==> src/rtl/eth_mdio_resp_pkg.sv <==
// rtl/eth_mdio_resp_pkg.sv - shared MDIO Clause 22 constants, state encodings and helpers
package eth_mdio_resp_pkg;

    localparam int MDIO_DATA_W = 16;
    localparam int MDIO_ADDR_W = 5;

    localparam logic [1:0] MDIO_OP_RD = 2'b10;
    localparam logic [1:0] MDIO_OP_WR = 2'b01;
    localparam logic [1:0] MDIO_ST    = 2'b01;

    typedef logic [3:0] mdio_resp_state_t;

    localparam mdio_resp_state_t S_IDLE    = 4'd0;
    localparam mdio_resp_state_t S_ST      = 4'd1;
    localparam mdio_resp_state_t S_OP      = 4'd2;
    localparam mdio_resp_state_t S_PHYAD   = 4'd3;
    localparam mdio_resp_state_t S_REGAD   = 4'd4;
    localparam mdio_resp_state_t S_TA      = 4'd5;
    localparam mdio_resp_state_t S_RD_DATA = 4'd6;
    localparam mdio_resp_state_t S_WR_DATA = 4'd7;
    localparam mdio_resp_state_t S_SKIP    = 4'd8;

    function automatic logic op_valid(input logic [1:0] op);
        return (op == MDIO_OP_RD) || (op == MDIO_OP_WR);
    endfunction

endpackage

==> src/rtl/eth_mdio_resp_if.sv <==
// rtl/eth_mdio_resp_if.sv - register-file access bus between the MDIO responder and its PHY registers
interface eth_mdio_resp_if;
    import eth_mdio_resp_pkg::*;

    logic                   rd_en;
    logic [MDIO_ADDR_W-1:0] rd_addr;
    logic [MDIO_DATA_W-1:0] rd_data;
    logic                   wr_en;
    logic [MDIO_ADDR_W-1:0] wr_addr;
    logic [MDIO_DATA_W-1:0] wr_data;

    modport master (output rd_en, rd_addr, wr_en, wr_addr, wr_data, input rd_data);
    modport slave  (input rd_en, rd_addr, wr_en, wr_addr, wr_data, output rd_data);
endinterface

==> src/rtl/eth_mdio_resp_sync_edge.sv <==
// rtl/eth_mdio_resp_sync_edge.sv - MDC/MDIO synchroniser with MDC rising-edge pulse
module eth_mdio_resp_sync_edge #(
    parameter int SYNC_LEN = 2
) (
    input  logic clk,
    input  logic rst,
    input  logic mdc,
    input  logic mdio_in,
    output logic rise,
    output logic mdio_s
);
    logic [SYNC_LEN-1:0] mdc_sr;
    logic [SYNC_LEN-1:0] mdio_sr;
    logic                mdc_d;

    always_ff @(posedge clk or posedge rst) begin
        if (rst) begin
            mdc_sr  <= '0;
            mdio_sr <= '0;
            mdc_d   <= 1'b0;
        end else begin
            mdc_sr  <= {mdc_sr[SYNC_LEN-2:0], mdc};
            mdio_sr <= {mdio_sr[SYNC_LEN-2:0], mdio_in};
            mdc_d   <= mdc_sr[SYNC_LEN-1];
        end
    end

    assign rise   = mdc_sr[SYNC_LEN-1] & ~mdc_d;
    assign mdio_s = mdio_sr[SYNC_LEN-1];
endmodule

==> src/rtl/eth_mdio_resp.sv <==
// rtl/eth_mdio_resp.sv - PHY-side MDIO Clause 22 responder serving a 32x16 register interface
module eth_mdio_resp
    import eth_mdio_resp_pkg::*;
#(
    parameter logic [4:0] PHY_ADDR = 5'd1,
    parameter bit         BCAST_EN = 1'b0,
    parameter int         PRE_LEN  = 32,
    parameter int         SYNC_LEN = 2
) (
    input  logic              clk,
    input  logic              rst,
    input  logic              mdc,
    input  logic              mdio_in,
    output logic              mdio_out,
    output logic              mdio_oe,
    output logic              mdio_busy,
    eth_mdio_resp_if.master   reg_if
);
    localparam logic [5:0] PRE_THR = 6'(PRE_LEN);

    logic             rise;
    logic             mdio_s;
    mdio_resp_state_t state;
    logic [5:0]       pre_cnt;
    logic [4:0]       bit_cnt;
    logic [1:0]       op;
    logic [4:0]       phyad;
    logic [4:0]       regad;
    logic [15:0]      shreg;
    logic [4:0]       regad_nxt;
    logic             addr_hit;

    eth_mdio_resp_sync_edge #(.SYNC_LEN(SYNC_LEN)) u_sync (
        .clk     (clk),
        .rst     (rst),
        .mdc     (mdc),
        .mdio_in (mdio_in),
        .rise    (rise),
        .mdio_s  (mdio_s)
    );

    // Broadcast address only ever accepts writes; reads to 0 fall into SKIP.
    assign regad_nxt = {shreg[3:0], mdio_s};
    assign addr_hit  = (phyad == PHY_ADDR) ||
                       (BCAST_EN && (phyad == 5'd0) && (op == MDIO_OP_WR));

    always_ff @(posedge clk or posedge rst) begin
        if (rst) begin
            state          <= S_IDLE;
            pre_cnt        <= '0;
            bit_cnt        <= '0;
            op             <= '0;
            phyad          <= '0;
            regad          <= '0;
            shreg          <= '0;
            mdio_out       <= 1'b0;
            mdio_oe        <= 1'b0;
            mdio_busy      <= 1'b0;
            reg_if.rd_en   <= 1'b0;
            reg_if.rd_addr <= '0;
            reg_if.wr_en   <= 1'b0;
            reg_if.wr_addr <= '0;
            reg_if.wr_data <= '0;
        end else begin
            reg_if.rd_en <= 1'b0;
            reg_if.wr_en <= 1'b0;
            if (rise) begin
                case (state)
                    S_IDLE: begin
                        if (mdio_s) begin
                            if (pre_cnt != 6'd63) pre_cnt <= pre_cnt + 6'd1;
                        end else if (pre_cnt >= PRE_THR) begin
                            state     <= S_ST;
                            mdio_busy <= 1'b1;
                            pre_cnt   <= '0;
                        end else begin
                            pre_cnt <= '0;
                        end
                    end
                    S_ST: begin
                        bit_cnt <= '0;
                        if ({1'b0, mdio_s} == MDIO_ST) begin
                            state <= S_OP;
                        end else begin
                            state     <= S_IDLE;
                            mdio_busy <= 1'b0;
                        end
                    end
                    S_OP: begin
                        op      <= {op[0], mdio_s};
                        bit_cnt <= bit_cnt + 5'd1;
                        if (bit_cnt == 5'd1) begin
                            bit_cnt <= '0;
                            if (op_valid({op[0], mdio_s})) begin
                                state <= S_PHYAD;
                            end else begin
                                state     <= S_IDLE;
                                mdio_busy <= 1'b0;
                            end
                        end
                    end
                    S_PHYAD: begin
                        phyad   <= {phyad[3:0], mdio_s};
                        bit_cnt <= bit_cnt + 5'd1;
                        if (bit_cnt == 5'd4) begin
                            bit_cnt <= '0;
                            state   <= S_REGAD;
                        end
                    end
                    S_REGAD: begin
                        shreg   <= {shreg[14:0], mdio_s};
                        bit_cnt <= bit_cnt + 5'd1;
                        if (bit_cnt == 5'd4) begin
                            bit_cnt <= '0;
                            regad   <= regad_nxt;
                            if (!addr_hit) begin
                                state <= S_SKIP;
                            end else begin
                                state <= S_TA;
                                if (op == MDIO_OP_RD) begin
                                    reg_if.rd_en   <= 1'b1;
                                    reg_if.rd_addr <= regad_nxt;
                                end
                            end
                        end
                    end
                    // Read owns the second TA bit; write just lets both TA bits pass.
                    S_TA: begin
                        bit_cnt <= bit_cnt + 5'd1;
                        if (op == MDIO_OP_RD) begin
                            mdio_oe  <= 1'b1;
                            mdio_out <= 1'b0;
                            shreg    <= reg_if.rd_data;
                            state    <= S_RD_DATA;
                        end else if (bit_cnt == 5'd1) begin
                            state <= S_WR_DATA;
                        end
                    end
                    S_RD_DATA: begin
                        bit_cnt <= bit_cnt + 5'd1;
                        if (bit_cnt == 5'd17) begin
                            mdio_oe   <= 1'b0;
                            mdio_out  <= 1'b0;
                            mdio_busy <= 1'b0;
                            pre_cnt   <= '0;
                            state     <= S_IDLE;
                        end else begin
                            mdio_out <= shreg[15];
                            shreg    <= {shreg[14:0], 1'b0};
                        end
                    end
                    S_WR_DATA: begin
                        shreg   <= {shreg[14:0], mdio_s};
                        bit_cnt <= bit_cnt + 5'd1;
                        if (bit_cnt == 5'd17) begin
                            reg_if.wr_en   <= 1'b1;
                            reg_if.wr_addr <= regad;
                            reg_if.wr_data <= {shreg[14:0], mdio_s};
                            mdio_busy      <= 1'b0;
                            pre_cnt        <= '0;
                            state          <= S_IDLE;
                        end
                    end
                    S_SKIP: begin
                        bit_cnt <= bit_cnt + 5'd1;
                        if (bit_cnt == 5'd17) begin
                            mdio_busy <= 1'b0;
                            pre_cnt   <= '0;
                            state     <= S_IDLE;
                        end
                    end
                    default: state <= S_IDLE;
                endcase
            end
        end
    end
endmodule

==> src/flat_wrapper.sv <==
// flat-port wrapper written by rule: the top's interface ports become plain ports
module eth_mdio_resp_flat import eth_mdio_resp_pkg::*;
#(
    parameter logic [4:0] PHY_ADDR = 5'd1,
    parameter bit         BCAST_EN = 1'b0,
    parameter int         PRE_LEN  = 32,
    parameter int         SYNC_LEN = 2
)
  (clk, rst, mdc, mdio_in, mdio_out, mdio_oe, mdio_busy, reg_if_rd_en, reg_if_rd_addr, reg_if_wr_en, reg_if_wr_addr, reg_if_wr_data, reg_if_rd_data);
  eth_mdio_resp_if reg_if_i ();
  input  logic clk;
  input  logic rst;
  input  logic mdc;
  input  logic mdio_in;
  output logic mdio_out;
  output logic mdio_oe;
  output logic mdio_busy;
  output wire logic [$bits(reg_if_i.rd_en)-1:0] reg_if_rd_en;
  output wire logic [$bits(reg_if_i.rd_addr)-1:0] reg_if_rd_addr;
  output wire logic [$bits(reg_if_i.wr_en)-1:0] reg_if_wr_en;
  output wire logic [$bits(reg_if_i.wr_addr)-1:0] reg_if_wr_addr;
  output wire logic [$bits(reg_if_i.wr_data)-1:0] reg_if_wr_data;
  input wire logic [$bits(reg_if_i.rd_data)-1:0] reg_if_rd_data;
  assign reg_if_rd_en = reg_if_i.rd_en;
  assign reg_if_rd_addr = reg_if_i.rd_addr;
  assign reg_if_wr_en = reg_if_i.wr_en;
  assign reg_if_wr_addr = reg_if_i.wr_addr;
  assign reg_if_wr_data = reg_if_i.wr_data;
  assign reg_if_i.rd_data = reg_if_rd_data;
  eth_mdio_resp #(.PHY_ADDR(PHY_ADDR), .BCAST_EN(BCAST_EN), .PRE_LEN(PRE_LEN), .SYNC_LEN(SYNC_LEN)) u_core (.clk(clk), .rst(rst), .mdc(mdc), .mdio_in(mdio_in), .mdio_out(mdio_out), .mdio_oe(mdio_oe), .mdio_busy(mdio_busy), .reg_if(reg_if_i));
endmodule
==> config.mk <==
export PLATFORM = sky130hd
export DESIGN_NAME = eth_mdio_resp_flat
export DESIGN_NICKNAME = d
export VERILOG_FILES = /design/src/rtl/eth_mdio_resp_pkg.sv /design/src/rtl/eth_mdio_resp_if.sv /design/src/rtl/eth_mdio_resp_sync_edge.sv /design/src/rtl/eth_mdio_resp.sv /design/src/flat_wrapper.sv
export SDC_FILE = /design/constraint.sdc
export NUM_CORES = 1
export LEC_CHECK = 0
export ABC_AREA = 1
export ABC_CLOCK_PERIOD_IN_PS = 2400
export CAP_MARGIN = 20
export CORE_AREA = 2 2 126 128
export CTS_BUF_LIST = sky130_fd_sc_hd__clkbuf_2
export DETAILED_ROUTE_END_ITERATION = 16
export DIE_AREA = 0 0 128 130
export PLACE_DENSITY = 0.51
export REMOVE_ABC_BUFFERS = 1
export SLEW_MARGIN = 20
export SYNTH_ARGS = -nofsm -noshare
export SYNTH_HDL_FRONTEND = slang
export SYNTH_SLANG_ARGS = --single-unit
==> constraint.sdc <==
create_clock -name clk -period 2.4 [get_ports clk]
set_input_delay 0.24 -clock clk [delete_from_list [all_inputs] [get_ports clk]]
set_output_delay 0.24 -clock clk [all_outputs]
set_load 0.01 [all_outputs]
==> out/results.tsv, run 1 <==
stage	metric	value	unit
synthesis	simple-gate share of the synthesized area	0.254	
clock_network	H-tree depth	3	
die	die span in x	128	µm
die	die span in y	130	µm
timing	Final Max Slew Viols	0	
final_layout	Syn-to-layout area delta	22.7	%
routing	DRT antenna net count	0	
synthesis	post-synth cell types	30	
timing	Tightest Pin Transition	762	ps
synthesis	ys async rst share	1.00	
synthesis	mux cell area share after synthesis	0	
clock_network	root buffer cell	clkbuf_2	
die	row count	46	
critical_path	CP Launch Type	register	
global_route	first-pass GRT wire length	14200	µm
synthesis	Cells after Synth	450	
critical_path	CP endpoint kind	register	
routing	routed wire length per instance	12.0	µm
place	DP Wirelength	5970	µm
routing	DRC	0	
routing	Initial DRT Pass Iterations	4	
routing	via count	3020	
synthesis	EDFF count, synth	0	
synthesis	largest area contributor in the synthesized netlist	dfrtp_1	
die	Initial Utilization	0.244	
worst_hold_path	Hold Path Class	in2async	
timing	Finish-stage setup viols	0	
synthesis	top-count cell post-synth	nand2_1	
global_route	largest net degree at the start of global routing	44	
clock_network	Setup Fix Bufs, Post-CTS	0	
routing	routed vias/inst	4.31	
synthesis	Synthesis Warnings	0	
die	Top-Level Pins	51	
synthesis	Synth top cells by count	nand2_1 (140), dfrtp_1 (79), o21ai_0 (58)	
final_layout	fill count	1668	
final_layout	area of the multi-input gates	0.00151	mm²
clock_network	clk_lat worst skew	550	ps
global_route	GRT overflow	0	
die	CORE AREA	0.0154	mm²
clock_network	total clock buffers created by CTS	9	
status	status	finished, final reports clean	
global_route	initial antenna violation count	1	
routing	Post-Route WL	8390	µm
clock_network	clock-pin slew on the worst setup and hold paths	230	ps
critical_path	Setup CP Type	reg2reg	
power_and_ir_drop	Leak Pwr	2.22	nW
final_layout	nets	528	
place	Port Buffers	50	
timing	final worst path period share	0.810	
final_layout	layout cells sized above 1	0.114	
timing	clock skew	37.5	ps
routing	1st-iter DRT viols	105	
synthesis	top cells by area, synth	dfrtp_1 (52%), nand2_1 (14%), o21ai_0 (7.7%)	
timing	maximum clock frequency	0.514	GHz
synthesis	prevailing post-synth register cell	dfrtp_1	
synthesis	Seq/Total Area, Yosys	0.524	
clock_network	CTS resizes	0	
synthesis	post-synthesis adder-cell area fraction	0.0166	
flow_run	MaxCap Viol Count	0	
critical_path	CP arrival	2380	ps
clock_network	CTS tree	done	
timing	Max transition margin	0.491	
synthesis	XOR/XNOR Fraction of Synth Area	0.00929	
synthesis	syn_area_per_cell	8.38	µm²
critical_path	crit path max fanout	37	
global_route	via count of the first global-routing pass	2969	
final_layout	Register Area	0.00198	mm²
timing	RSZ-0062 raised after global routing	no	
place	gpl congestion	0.807	
timing	WHS	96.6	ps
synthesis	number of synthesized register bits	79	
clock_network	clk sinks	79	
synthesis	Synth Cell Area	0.00377	mm²
timing	Fin Setup TNS	0	ps
timing	Final Hold Viols	0	
clock_network	Hold-fix buffers, CTS	0	
critical_path	CP required	2840	ps
timing	post-layout minimum cycle time	1940	ps
synthesis	largest family of logic cells by synthesized area	simple AND/OR/NAND/NOR gates	
synthesis	post-synth top area share	0.524	
power_and_ir_drop	VDD IR max	268	µV
clock_network	clk buf depth	2	
synthesis	complex-gate fraction of the synthesized area	0.121	
die	die area	0.0166	mm²
power_and_ir_drop	Cell Pwr Density	503	mW/mm²
global_route	Overall Global Routing Usage	0.106	
## report_power, final
| part | leakage, nW | internal (mW) | total [mW] | switching [mW] |
|---|---|---|---|---|
| sequential | 1.01 | 1.35 | 1.36 | 0.0127 |
| clock | 0.0792 | 0.355 | 0.849 | 0.494 |
| combinational | 1.13 | 0.0537 | 0.118 | 0.0645 |
| total | 2.22 | 1.75 | 2.33 | 0.571 |
## path summary, 6_finish.rpt
path	end	slack (ps)	depth (start not counted)	start
max	u_core.reg_if.wr_data[14]$_DFFE_PP0P_	460	8	u_core.bit_cnt[1]$_DFFE_PP0P_
min	u_core.shreg[15]$_DFFE_PP0P_	100	2	rst
max reg2reg	u_core.reg_if.wr_data[14]$_DFFE_PP0P_	460	8	u_core.bit_cnt[1]$_DFFE_PP0P_
min reg2reg	u_core.u_sync.mdio_sr[1]$_DFF_PP0_	360	0	u_core.u_sync.mdio_sr[0]$_DFF_PP0_
max in group asynchronous	u_core.reg_if.wr_data[14]$_DFFE_PP0P_	1670	3	rst
min in group clk	u_core.u_sync.mdio_sr[0]$_DFF_PP0_	130	1	mdio_in
## registers in the layout (all words and copies together) (netlist names)
signal                 cells
u_core.bit_cnt             5
u_core.mdio_busy           1
u_core.mdio_oe             1
u_core.mdio_out            1
u_core.op                  2
u_core.phyad               5
u_core.pre_cnt             6
u_core.reg_if.rd_addr      5
u_core.reg_if.rd_en        1
u_core.reg_if.wr_addr      5
u_core.reg_if.wr_data     16
u_core.reg_if.wr_en        1
u_core.regad               5
u_core.shreg              16
u_core.state               4
u_core.u_sync.mdc_d        1
u_core.u_sync.mdc_sr       2
u_core.u_sync.mdio_sr      2
## critical path, cell delays in order, from the launching register on
cell and delay [ps]:
dfrtp_1 460, inv_1 90, ha_1 170, inv_1 50
nor3_1 120, nand2_1 140, inv_2 110, nand4_4 400
o21ai_0 330
## per-stage QoR
stage	std cells	setup WS, ps	total power, mW	cell area, µm²	util
finish	701	456	2.33	4630	0.300
global route	701	198	2.44	4630	0.300
floorplan	437	137	1.44	3690	-
CTS	700	430	2.37	4620	0.300
global placement	684	528	1.50	4480	0.290
detailed placement	684	464	1.50	4480	0.290
## cell families after synthesis
| family | Yosys count |
|---|---|
| AO/OA/AOI/OAI | 83 |
| XOR/XNOR | 4 |
| adder cells (fa/ha/maj) | 5 |
| buffers and inverters | 66 |
| flip-flops | 79 |
| AND/OR/NAND/NOR | 213 |
## layout by cell type (no fill, tap or decap), types with 2 or more instances in the layout
cell type / count
nor2_2: 2
o21ai_0: 58
buf_4: 4
nand2_2: 7
clkdlybuf4s50_1: 50
nand3_1: 24
nor2_1: 22
dfrtp_1: 79
nand3_2: 2
nand4_1: 4
nand2_1: 140
inv_1: 45
nor3_1: 3
a21oi_1: 4
clkinvlp_4: 2
o21ai_2: 10
xor2_1: 4
o21ai_1: 10
ha_1: 5
inv_6: 2
inv_2: 7
nor2_4: 2
bufinv_16: 2
clkbuf_2: 10
## per-layer routing
layer | global-route usage | wire (µm)
met1 | 0.146 | 4270
met4 | 0.0472 | 133
met5 | 0 | 0
met2 | 0.161 | 3700
met3 | 0.0242 | 294
## layout make-up
type                       count  area share
antenna                        1    0.000541
inverter                      53      0.0433
clock inverter                 6      0.0200
multi-input combinational    305       0.327
timing repair buffer          55       0.119
clock buffer                  10      0.0108
tap                          192      0.0519
sequential                    79       0.427
No activity file was read; power rests on OpenSTA's default activity.
==> inputs of run 2 (changes only) <==
Settings changed: ABC_CLOCK_PERIOD_IN_PS 2400 to 1700.
Clock period 2.4 ns to 1.7 ns, I/O delays scaled along.
==> run 2 against run 1 <==
Effect of this change:
- sequential power grew 40%
- design area grew 12%
- maximum frequency grew 15%
- sequential share of layout area shrank 4.4 points
- critical endpoint is now u_core.regad[2]$_DFFE_PP0P_
- highest routed layer unchanged
==> out/results.tsv, run 2 (same netlist as run 1, synthesis figures left out) <==
stage	metric	value	unit	change
status	status	finished, final reports clean		
routing	Post-Route WL	9050	µm	+7.8%
timing	WHS	73.5	ps	-23.0 ps
die	CORE AREA	0.0154	mm²	unchanged
place	DP Wirelength	6010	µm	+0.63%
critical_path	CP arrival	2160	ps	-220 ps
worst_hold_path	Hold Path Class	in2reg		
timing	post-layout minimum cycle time	1690	ps	-255 ps
critical_path	cell family with most CP delay	simple AND/OR/NAND/NOR gates		
place	Post-DP Area	0.00460	mm²	+2.7%
final_layout	Finished Cell Area	0.00516	mm²	+12%
clock_network	root buffer cell	clkbuf_2		
clock_network	clock-pin slew on the worst setup and hold paths	230	ps	about the same
critical_path	Worst Path Buf+Inv	3		unchanged
global_route	largest net degree at the start of global routing	80		+82%
die	die span in x	128	µm	unchanged
routing	routed wire length per instance	12.2	µm	+1.7%
die	die area	0.0166	mm²	unchanged
clock_network	total clock buffers created by CTS	9		unchanged
clock_network	CTS tree	done		
routing	Initial DRT Pass Iterations	4		unchanged
power_and_ir_drop	VDD IR max	254	µV	-5.1%
critical_path	Crit path largest cell delay	460	ps	about the same
final_layout	fill count	1618		-3.0%
die	die span in y	130	µm	unchanged
timing	Tightest Pin Transition	435	ps	-328 ps
timing	Finish-stage setup viols	0		unchanged
critical_path	Setup CP Type	reg2reg		
final_layout	nets	570		+8.0%
global_route	first-pass GRT wire length	14800	µm	+4.1%
routing	via count	3174		+5.1%
die	Top-Level Pins	51		unchanged
die	Initial Utilization	0.244		unchanged
timing	Final Hold Viols	0		unchanged
timing	clock skew	34.4	ps	-3.08 ps
critical_path	worst reg2reg path depth	8		unchanged
clock_network	H-tree depth	3		unchanged
final_layout	layout cells sized above 1	0.216		+0.102
global_route	GRT overflow	0		unchanged
final_layout	Largest regs	u_core.reg_if.wr_data: 16 flops, u_core.shreg: 16 flops, u_core.pre_cnt: 6 flops		
critical_path	CP endpoint kind	register		
final_layout	commonest non-fill, non-tap cell in the layout	nand2_1		
die	row count	46		unchanged
routing	DRC	0		unchanged
flow_run	MaxCap Viol Count	0		unchanged
timing	Final Max Slew Viols	0		unchanged
worst_hold_path	Min-Delay Path Depth	1		
global_route	Overall Global Routing Usage	0.111		+0.00503
global_route	met2 Use GR	0.174		+0.0126
power_and_ir_drop	Cell Pwr Density	635	mW/mm²	+26%
routing	1st-iter DRT viols	144		+37%
critical_path	CP Launch Type	register		
place	gpl congestion	0.815		+0.99%
global_route	GRT busiest layer	met2		
clock_network	clk sinks	79		unchanged
global_route	GR met1 Demand/Resource	0.147		+0.00132
critical_path	CP required	2170	ps	-670 ps
timing	maximum clock frequency	0.592	GHz	+15%
power_and_ir_drop	Leak Pwr	2.86	nW	+29%
routing	routed vias/inst	4.27		-0.84%
global_route	initial antenna violation count	1		unchanged
critical_path	crit path max fanout	5		-86%
timing	final worst path period share	0.994		+0.184
timing	RSZ-0062 raised after global routing	yes		
routing	DRT antenna net count	0		unchanged
global_route	via count of the first global-routing pass	3052		+2.8%
final_layout	most frequent cells in the layout	nand2_1 (127), dfrtp_1 (76), inv_1 (44), o21ai_0 (42), buf_4 (34)		
final_layout	Syn-to-layout area delta	36.9	%	
place	Port Buffers	50		unchanged
critical_path	Crit path depth	8		unchanged
critical_path	crit-path cells	inv_2 > ha_1 > nand4_1 > nor3_4 > buf_4 > clkinvlp_4 > nand2_1 > o21ai_0		
clock_network	clk_lat worst skew	550	ps	about the same
clock_network	clk buf depth	2		unchanged
timing	Max transition margin	0.710		+0.219
critical_path	critical path's slowest cell	dfrtp_1		
global_route	M3 GR Usage	0.0312		+0.00697
## run 2: changes by cell type in the layout (fill, tap and decap cells not counted), sizes merged, moves of 2 or more
cell           previous run  this run
clkdlybuf4s50            50        19
dlymetal6s2s              0        15
clkinv                    1         5
dlygate4sd3               0         2
nand3                    26        28
buf                       5        41
dlygate4sd2               0        16
## run 2: area by class of cell
type                            instances  area (µm²)  share of cell area
Tap cell                              192         240              0.0465
Sequential cell                        79        1980               0.384
Clock inverter                          7        95.1              0.0184
Timing Repair inverter                  1        7.51             0.00145
Multi-Input combinational cell        307        1660               0.321
Timing Repair Buffer                   94         932               0.181
Antenna cell                            1        2.50            0.000485
Inverter                               53         200              0.0388
Clock buffer                            9        45.0             0.00873
## run 2: what timing repair did
action                                  CTS  global route
hold endpoints to repair                 55             1
hold buffers                              1             1
setup buffers                             7            16
resized for setup                        23            63
endpoints found under the setup margin   33            74
cloned                                    1             3
pin swaps                                 1             8
## run 2: path summary, 6_finish.rpt
| check | to | start | slack (ps) |
|---|---|---|---|
| worst max-delay path | u_core.regad[2]$_DFFE_PP0P_ | u_core.bit_cnt[0]$_DFFE_PP0P_ | 10 |
| worst min-delay path | u_core.u_sync.mdio_sr[0]$_DFF_PP0_ | mdio_in | 70 |
| worst max register to register | u_core.regad[2]$_DFFE_PP0P_ | u_core.bit_cnt[0]$_DFFE_PP0P_ | 10 |
| worst min register to register | u_core.u_sync.mdio_sr[1]$_DFF_PP0_ | u_core.u_sync.mdio_sr[0]$_DFF_PP0_ | 370 |
| max in group asynchronous | u_core.op[0]$_DFFE_PP0P_ | rst | 790 |
| min in group asynchronous | u_core.shreg[11]$_DFFE_PP0P_ | rst | 530 |
## run 2: report_power, final
| part | internal (mW) | switching, mW |
|---|---|---|
| sequential | 1.90 | 0.0159 |
| clock | 0.490 | 0.689 |
| combinational | 0.0866 | 0.100 |
## run 2: metal layers
layer,part of all wire,routed length [µm]
met3,0.039,354
met1,0.47,4280
met2,0.47,4270
met4,0.016,149
met5,0,0
## run 2: through the flow
step                worst slack, ps  power, mW  cells  utilization  setup TNS (ps)
floorplan                      -493       2.04    437            -          -39110
global placement              -2.96       2.12    697        0.298           -12.5
detailed placement            -48.3       2.13    697        0.298            -240
CTS                           0.601       3.33    722        0.313               0
global route                   -130       3.44    743        0.335           -3160
finish                         10.8       3.28    743        0.335               0
==> inputs of run 3 (changes only) <==
Settings changed: CORE_AREA 2 2 126 128 to 2 2 90 92, DIE_AREA 0 0 128 130 to 0 0 92 94, PLACE_DENSITY 0.51 to 0.83.
==> run 3 against run 2 <==
Effect of this change:
- the flow now finishes with violations (negative setup slack)
- clock skew fell by 9.6 ps
- die area fell by 48%
- hold slack got worse by 38 ps
- routed wire length fell by 7.6%
- worst setup slack got worse by 15 ps
- combinational power fell by 5%
- total power fell by 8.4%
- flip-flop and latch count did not move
- final cell count fell by 14%
- maximum frequency fell by 0.90%
- count of clock-buffer cells in the layout did not move
- sequential share of layout area rose by 2.1 points
==> out/results.tsv, run 3 (same netlist as run 1, synthesis figures left out) <==
stage	metric	value	unit	change
clock_network	CTS tree	done		
die	CORE AREA	0.00761	mm²	-51%
timing	Max transition margin	0.725		+0.0142
power_and_ir_drop	VDD IR max	376	µV	+48%
critical_path	Crit path top cell by count	inv_2		
final_layout	most frequent cells in the layout	nand2_1 (129), dfrtp_1 (75), inv_1 (42), o21ai_0 (41), o21ai_1 (27)		
routing	routed wire length per instance	13.1	µm	+7.5%
timing	Fin Setup TNS	-4.56	ps	-4.56 ps
die	Top-Level Pins	51		unchanged
critical_path	crit path max fanout	15		+10
die	Initial Utilization	0.496		+0.251
final_layout	Finished Cell Area	0.00490	mm²	-5.1%
global_route	first-pass GRT wire length	13400	µm	-9.4%
clock_network	root buffer cell	clkbuf_2		
final_layout	Largest regs	u_core.reg_if.wr_data: 16 flops, u_core.shreg: 16 flops, u_core.pre_cnt: 6 flops		
die	die span in x	92	µm	-28%
critical_path	worst reg2reg path depth	10		+2
place	Post-DP Area	0.00445	mm²	-3.4%
timing	Finish-stage setup viols	1		+1
routing	Post-Route WL	8360	µm	-7.6%
timing	clock skew	24.8	ps	-9.63 ps
clock_network	clk buf depth	2		unchanged
power_and_ir_drop	Leak Pwr	2.78	nW	-2.9%
final_layout	layout cells sized above 1	0.201		-0.0152
routing	Initial DRT Pass Iterations	5		+1
timing	Setup WS post-layout	-4.56	ps	-15.4 ps
status	failing checks	negative setup slack		
critical_path	Crit path largest cell delay	490	ps	+30 ps
routing	via count	3188		+0.44%
clock_network	clk sinks	79		unchanged
power_and_ir_drop	total power	3.00	mW	-8.4%
routing	DRC	0		unchanged
routing	DRT antenna net count	0		unchanged
place	DP Wirelength	5490	µm	-8.7%
critical_path	Setup CP Type	reg2reg		
critical_path	CP endpoint kind	register		
timing	post-layout minimum cycle time	1700	ps	+15.4 ps
place	Port Buffers	50		unchanged
critical_path	Reg-to-Reg End	u_core.reg_if.wr_data[15]$_DFFE_PP0P_		
worst_hold_path	Hold Startpoint	mdc		
die	die area	0.00865	mm²	-48%
status	status	finished with violations		
critical_path	CP Launch Type	register		
routing	1st-iter DRT viols	151		+4.9%
timing	maximum clock frequency	0.587	GHz	-0.90%
worst_hold_path	Hold Crit Endpoint	u_core.u_sync.mdc_sr[0]$_DFF_PP0_		
critical_path	CP arrival	2160	ps	about the same
clock_network	total clock buffers created by CTS	9		unchanged
timing	Tightest Pin Transition	413	ps	-21.3 ps
global_route	largest net degree at the start of global routing	80		unchanged
power_and_ir_drop	Cell Pwr Density	613	mW/mm²	-3.5%
routing	routed vias/inst	4.99		+17%
flow_run	MaxCap Viol Count	0		unchanged
timing	Final Hold Viols	0		unchanged
timing	final worst path period share	1.00		+0.00906
critical_path	critical path's slowest cell	dfrtp_1		
critical_path	crit-path cells	ha_4 > inv_2 > nor3_2 > nand2_2 > inv_2 > buf_6 > nand4_4 > clkbuf_16 > nand2_1 > o21ai_1		
critical_path	reg-to-reg critical path startpoint	u_core.bit_cnt[0]$_DFFE_PP0P_		
clock_network	H-tree depth	3		unchanged
final_layout	nets	557		-2.3%
final_layout	Syn-to-layout area delta	29.9	%	
global_route	via count of the first global-routing pass	3024		-0.92%
global_route	initial antenna violation count	0		-1
final_layout	commonest non-fill, non-tap cell in the layout	nand2_1		
global_route	GRT overflow	0		unchanged
timing	Final Max Slew Viols	0		unchanged
worst_hold_path	Min-Delay Path Depth	1		unchanged
clock_network	clk_lat worst skew	550	ps	about the same
worst_hold_path	Hold Path Class	in2reg		
critical_path	reg2reg setup slack	-5	ps	-20 ps
place	gpl congestion	0.927		+14%
die	die span in y	94	µm	-28%
timing	RSZ-0062 raised after global routing	yes		
timing	WHS	35.5	ps	-38.0 ps
final_layout	antenna diode count	0		-1
die	row count	32		-30%
global_route	Overall Global Routing Usage	0.195		+0.0837
critical_path	CP required	2160	ps	about the same
clock_network	clock-pin slew on the worst setup and hold paths	230	ps	about the same
==> run 3: where the power goes <==
part	internal (mW)	switching [mW]	total, mW	leakage, nW
logic	0.0835	0.0935	0.177	1.72
clock network	0.205	0.706	0.911	0.0564
registers	1.90	0.0174	1.92	1.00
total	2.19	0.816	3.00	2.78
==> run 3: final cells by class <==
type / count / area, µm²
clock buffers: 9 / 45.0
clock inverters: 7 / 56.3
fillers: 633 / 2710
inverters: 53 / 200
multi-input cells: 306 / 1620
flip-flops and latches: 79 / 1980
well taps: 102 / 128
repair buffers: 83 / 862
==> run 3: how the worst max path moves through the flow <==
stage / start / to / slack [ps] / cells past startpoint
after CTS: u_core.reg_if.wr_data[4]$_DFFE_PP0P_ / reg_if_wr_data[4] / 0.3 / 1
after global placement: u_core.bit_cnt[1]$_DFFE_PP0P_ / u_core.pre_cnt[2]$_DFFE_PP0P_ / 20 / 11
after floorplan: rst / u_core.bit_cnt[0]$_DFFE_PP0P_ / -490 / 1
final: u_core.bit_cnt[0]$_DFFE_PP0P_ / u_core.reg_if.wr_data[15]$_DFFE_PP0P_ / -5 / 10
after global routing: u_core.bit_cnt[1]$_DFFE_PP0P_ / u_core.reg_if.wr_data[15]$_DFFE_PP0P_ / -80 / 11
after detailed placement: u_core.bit_cnt[1]$_DFFE_PP0P_ / u_core.pre_cnt[1]$_DFFE_PP0P_ / -70 / 11
==> run 3: routing by layer <==
layer | track usage | routed length (µm) | vias up
li1 | - | - | 1601
met1 | 0.263 | 3710 | 1500
met2 | 0.313 | 4140 | 76
met3 | 0.0465 | 387 | 11
met4 | 0.0659 | 128 | 0
met5 | 0 | 0 | -
==> run 3: worst max-delay path, delay by kind of cell, from the launching register on <==
| kind | cells | cell delay, ps |
|---|---|---|
| flops | 1 | 490 |
| buf+inv | 4 | 440 |
| compound gates | 1 | 60 |
| simple gates | 4 | 450 |
| fa+ha+maj | 1 | 170 |
==> run 3: stage by stage <==
| stage | instances | util | setup WS [ps] |
|---|---|---|---|
| 4_1_cts | 622 | 0.605 | 0.264 |
| 5_1_grt | 639 | 0.644 | -75.8 |
| 3_5_place_dp | 603 | 0.585 | -67.5 |
| 2_1_floorplan | 437 | - | -493 |
| 6_report | 639 | 0.644 | -4.56 |
| 3_3_place_gp | 603 | 0.585 | 16.9 |
==> run 3: what timing repair did <==
action	CTS	global route
buffers inserted	1	14
resized for setup	12	63
gates cloned	1	2
endpoints found under the setup margin	17	85
pin swaps	1	5
hold buffers	1	1
endpoints found under the hold margin	47	1
